<file path="src/rtl/seven_seg_scan.sv">
// seven_seg_scan: 4-digit common-anode hex display scanner with tear-free frame commit
// Ports:
//   TEN_MHZ_CLK  in   1   system clock, rising edge
//   reset_n      in   1   asynchronous active-low reset
//   value        in   16  hex digits, [3:0] = digit0 (rightmost)
//   dp           in   4   decimal point request per digit, 1 = lit
//   blank_lz     in   1   suppress leading zeros, sampled with load
//   load         in   1   1-cycle strobe staging value/dp/blank_lz
//   seg          out  7   segments {g,f,e,d,c,b,a}, active-low
//   dp_n         out  1   decimal point, active-low
//   an           out  4   anodes, active-low, bit i = digit i
//   pending      out  1   staged data not yet shown
//   frame_done   out  1   1-cycle pulse in the last cycle of each frame
module seven_seg_scan #(
  parameter int DIGIT_TICKS = 10000
) (
  input  logic        TEN_MHZ_CLK,
  input  logic        reset_n,
  input  logic [15:0] value,
  input  logic [3:0]  dp,
  input  logic        blank_lz,
  input  logic        load,
  output logic [6:0]  seg,
  output logic        dp_n,
  output logic [3:0]  an,
  output logic        pending,
  output logic        frame_done
);
  localparam int TW = $clog2(DIGIT_TICKS + 1);
  localparam logic [TW-1:0] TICK_LAST = TW'(DIGIT_TICKS - 1);
  logic [TW-1:0] r_tick;
  logic [1:0]    r_idx;
  logic [15:0]   r_stg_val, r_dsp_val;
  logic [3:0]    r_stg_dp, r_dsp_dp;
  logic          r_stg_blz, r_dsp_blz, r_pending;
  logic [6:0]    r_seg;
  logic          r_dp_n;
  logic [3:0]    r_an;
  logic          w_tick_last, w_boundary, w_blank;
  logic [15:0]   w_upper;
  logic [6:0]    w_seg;
  assign w_tick_last = r_tick == TICK_LAST;
  assign w_boundary  = w_tick_last && r_idx == 2'd3;
  // Display value with the current digit shifted down to [3:0]; zero means this
  // digit and every digit to its left are zero, i.e. a leading zero.
  assign w_upper     = r_dsp_val >> {r_idx, 2'b00};
  assign w_blank     = r_dsp_blz && r_idx != 2'd0 && w_upper == 16'h0;
  assign seg         = r_seg;
  assign dp_n        = r_dp_n;
  assign an          = r_an;
  assign pending     = r_pending;
  assign frame_done  = w_boundary;
  always_comb begin
    w_seg = 7'h7F;
    case (w_upper[3:0])
      4'h0: w_seg = 7'b1000000;
      4'h1: w_seg = 7'b1111001;
      4'h2: w_seg = 7'b0100100;
      4'h3: w_seg = 7'b0110000;
      4'h4: w_seg = 7'b0011001;
      4'h5: w_seg = 7'b0010010;
      4'h6: w_seg = 7'b0000010;
      4'h7: w_seg = 7'b1111000;
      4'h8: w_seg = 7'b0000000;
      4'h9: w_seg = 7'b0010000;
      4'hA: w_seg = 7'b0001000;
      4'hB: w_seg = 7'b0000011;
      4'hC: w_seg = 7'b1000110;
      4'hD: w_seg = 7'b0100001;
      4'hE: w_seg = 7'b0000110;
      4'hF: w_seg = 7'b0001110;
      default: w_seg = 7'h7F;
    endcase
  end
  always_ff @(posedge TEN_MHZ_CLK or negedge reset_n)
    if (!reset_n) begin
      r_tick <= '0;
      r_idx  <= '0;
    end else begin
      r_tick <= w_tick_last ? '0 : r_tick + TW'(1);
      if (w_tick_last) r_idx <= r_idx + 2'd1;
    end
  // The display register reads the old staging contents, so a load in the
  // boundary cycle commits the previous data and keeps the new data pending.
  always_ff @(posedge TEN_MHZ_CLK or negedge reset_n)
    if (!reset_n) begin
      r_stg_val <= '0;
      r_stg_dp  <= '0;
      r_stg_blz <= 1'b0;
      r_dsp_val <= '0;
      r_dsp_dp  <= '0;
      r_dsp_blz <= 1'b0;
      r_pending <= 1'b0;
    end else begin
      if (load) begin
        r_stg_val <= value;
        r_stg_dp  <= dp;
        r_stg_blz <= blank_lz;
      end
      if (w_boundary && r_pending) begin
        r_dsp_val <= r_stg_val;
        r_dsp_dp  <= r_stg_dp;
        r_dsp_blz <= r_stg_blz;
      end
      r_pending <= load ? 1'b1 : (w_boundary ? 1'b0 : r_pending);
    end
  always_ff @(posedge TEN_MHZ_CLK or negedge reset_n)
    if (!reset_n) begin
      r_an   <= 4'hF;
      r_seg  <= 7'h7F;
      r_dp_n <= 1'b1;
    end else begin
      r_an   <= w_blank ? 4'hF : ~(4'b0001 << r_idx);
      r_seg  <= w_blank ? 7'h7F : w_seg;
      r_dp_n <= w_blank | ~r_dsp_dp[r_idx];
    end
endmodule

</file>
<file path="config.mk">
export PLATFORM = sky130hd
export DESIGN_NAME = seven_seg_scan
export DESIGN_NICKNAME = d
export VERILOG_FILES = /design/src/rtl/seven_seg_scan.sv
export SDC_FILE = /design/constraint.sdc
export NUM_CORES = 1
export LEC_CHECK = 0
export ABC_CLOCK_PERIOD_IN_PS = 3400
export CAP_MARGIN = 20
export CORE_AREA = 5 5 91 93
export CTS_CLUSTER_SIZE = 10
export DETAILED_ROUTE_END_ITERATION = 8
export DIE_AREA = 0 0 96 98
export GPL_ROUTABILITY_DRIVEN = 0
export HOLD_SLACK_MARGIN = 0.03
export SLEW_MARGIN = 20
export SYNTH_ARGS = -nofsm -noshare
export SYNTH_HDL_FRONTEND = slang
export SYNTH_SLANG_ARGS = --single-unit
</file>
<file path="constraint.sdc">
create_clock -name TEN_MHZ_CLK -period 3.4 [get_ports TEN_MHZ_CLK]
set_clock_uncertainty 0.15 [all_clocks]
set_input_delay 0.85 -clock TEN_MHZ_CLK [delete_from_list [all_inputs] [get_ports TEN_MHZ_CLK]]
set_output_delay 0.85 -clock TEN_MHZ_CLK [all_outputs]
set_load 0.02 [all_outputs]
</file>
==> metrics.yaml <==
clocking:
  cts_buffer_depth: 2
  hold_buffers: 0
  cts_tree: "yes"
  cts_resized: 0
  cts_num_sinks: 71
  cts-root-buf: "clkbuf_8"
  cts_setup_buffers: 0
  clkTransAtPathRegs_ps: 80
  cts_made_buffers: 9
  clkLatencyLatePin_ps: 340
  htreeDepth: 3
logic_synthesis:
  synth_fa_ha_area_share_pct: 4.31
  synth_xor_area_share_pct: 4.11
  synth_top_family_by_area: "multiplexers"
  netlist_area_um2: 3190
  ys_warn_count: 0
  ys_ff_latch: 71
  synth.avg_cell_area_um2: 13.4
  synth_seq_area_share_pct: 56.1
  yosys.area_share.simple_pct: 9.44
  synth_compound_area_share_pct: 4.11
  synth_cell_types: 38
  syn-num-nets: 273
  synthArstFlopShare_pct: 100
  ys.flop_type: "dfrtp_1"
  synth_edf_count: 0
  synth.area.mux_share_pct: 19.4
  syn-instance-count: 238
worst_setup_path:
  max_stage_delay_ps: 570
  slowest_stage: "or4b_4"
  worstReg2RegEnd: "seg[5]"
  startpoint_type: "flop"
  reg2reg_slack_ps: 720
  path_class: "flop to output pin"
  cp.required_ps: 2400
  cp.arrival_ps: 1970
  r2r-start: "r_idx[0]"
  crit_fanout: 5
  path_cells: "or4b_4, nor4_4, nand2_1, inv_1, dlymetal6s2s_1"
  r2r_cells: 6
  critPathCaptureType: "output pin"
drt:
  drc: 0
  ant_nets: 0
  wl_per_cell_um: 13.9
  vias_per_cell: 4.98
  finalWirelength_um: 5350
  first_pass_iters: 4
  vias: 1923
  dr.first_iter.drc_count: 64
floorplan:
  start_util_pct: 42.9
  die_h_um: 98
  die_area_um2: 9410
  die_x_um: 96
  core.rowCount: 32
  core_um2: 7450
  num_io_pins: 38
timing:
  finalCritPeriodShare_pct: 87.5
  rsz0062_at_grt: "no"
  fmax_ghz: 0.336
  setup_viol: 0
  finalWorstSetupSlack_ps: 425
  maxSlewHeadroom_pct: 60.0
  slew_viol_final: 0
  min_period_ps: 2970
  hold_violations: 0
  setup_tns_ps: 0
  worstMarginPinSlew_ps: 600
placed_design:
  io_buffers: 37
  dp_hpwl_um: 3760
  pre_cts_ws_ps: 404
layout:
  nets: 314
  layout_commonest_cell: "dfrtp_1"
  utilization_pct: 52.3
  diodes: 0
  area_growth_pct: 21.9
  mostFrequentLayoutCells: "dfrtp_1 (59), clkdlybuf4s50_1 (35), mux2_2 (23)"
  drive_above_1_share_pct: 22.5
outcome:
  status: "completed"
job:
  drv_cap: 0
hold_path:
  hold_depth: 1
  worstHoldStart: "r_tick[0]"
  hold-path-endpoint: "r_tick[0]"
  hp-class: "flop to flop"
global_routing:
  grt_use_total_pct: 12.9
  grt_pass1_wl_um: 9440
  gr-total-overflow: 0
  antenna_found_initial: 0
  grt_pass1_vias: 1971
  grt_max_degree: 46
power_and_ir_drop:
  peakVddDrop_mv: 0.289
  power_leakage_nw: 1.75
  power.density_nw_per_um2: 437
[metrics by stage]
stage	total power, W	hold slack [ps]	cells	cell area [um^2]
final	0.00170	334	386	3890
after global placement	0.000976	316	370	3670
after CTS	0.00173	340	386	3890
after floorplan	0.000923	302	238	3190
after global routing	0.00177	364	386	3890
after detailed placement	0.000977	324	370	3670
[Yosys cell counts, types with 2 or more instances]
| cell type | n | area [um^2] |
|---|---|---|
| dfrtp_1 | 59 | 1480 |
| inv_1 | 7 | 26.3 |
| buf_6 | 2 | 22.5 |
| xnor2_1 | 7 | 61.3 |
| buf_2 | 2 | 10.0 |
| ha_1 | 11 | 138 |
| clkbuf_1 | 4 | 15.0 |
| mux2_1 | 20 | 225 |
| buf_1 | 2 | 7.51 |
| nor3b_1 | 2 | 15.0 |
| nor2_1 | 10 | 37.5 |
| o211ai_1 | 3 | 22.5 |
| nand3_1 | 11 | 55.1 |
| nor4_1 | 4 | 25.0 |
| mux4_2 | 6 | 135 |
| o21ai_0 | 7 | 35.0 |
| o21a_1 | 2 | 15.0 |
| xor2_1 | 8 | 70.1 |
| dfstp_2 | 12 | 315 |
| nand2_1 | 13 | 48.8 |
| nor2b_1 | 2 | 12.5 |
| nand4_1 | 4 | 25.0 |
| mux2_2 | 23 | 259 |
| a21oi_1 | 3 | 15.0 |
[logic make-up (layout without fill, tap and decap cells)]
logic type | Yosys count | count (layout)
compound gates | 20 | 20
xor+xnor | 15 | 15
fa+ha+maj | 11 | 11
buf+inv | 17 | 63
flops | 71 | 71
mux | 49 | 49
simple gates | 55 | 55
[routing by layer]
layer / vias to the layer above / track usage, % / share of wire (%)
li1: 928 / - / -
met1: 941 / 19.0 / 50
met2: 47 / 17.6 / 43
met3: 7 / 3.93 / 5.3
met4: 0 / 5.36 / 1.6
met5: - / 0 / 0
[worst max-delay path by stage]
| stage | start | end | slack (ps) |
|---|---|---|---|
| 2_1_floorplan | r_tick[6] | frame_done | 960 |
| 3_3_place_gp | r_tick[6] | frame_done | 420 |
| 3_5_place_dp | r_tick[6] | frame_done | 400 |
| 4_1_cts | r_tick[6] | frame_done | 7 |
| 5_1_grt | r_tick[6] | frame_done | 290 |
| 6_report | r_tick[6] | frame_done | 430 |
[where the power goes]
part | leakage [nW] | switching, W | internal (W) | total, W
registers | 0.882 | 0.0000123 | 0.000870 | 0.000882
clock network | 0.110 | 0.000311 | 0.000433 | 0.000745
logic | 0.760 | 0.0000284 | 0.0000473 | 0.0000758
total | 1.75 | 0.000352 | 0.00135 | 0.00170
[sequential cells by signal (all words and copies together), names as in the netlist]
| name | flops |
|---|---|
| r_idx | 2 |
| seg | 7 |
| r_stg_dp | 4 |
| r_tick | 14 |
| pending | 1 |
| r_dsp_val | 16 |
| dp_n | 1 |
| r_stg_val | 16 |
| r_stg_blz | 1 |
| r_dsp_blz | 1 |
| r_dsp_dp | 4 |
| an | 4 |
[worst max-delay path: cells and delay by family, from the launching register on]
kind,cells,cell delay (ps)
buf+inv,2,270
flops,1,430
simple gates,3,930
[layout make-up]
cell class	instances	area [um^2]
clock buffer	11	141
clock inverter	5	81.3
fill	670	3550
inverter	7	26.3
multi-input combinational	150	1320
sequential	71	1790
tap	102	128
timing repair buffer	40	403
(Power assumes the default switching activity.)
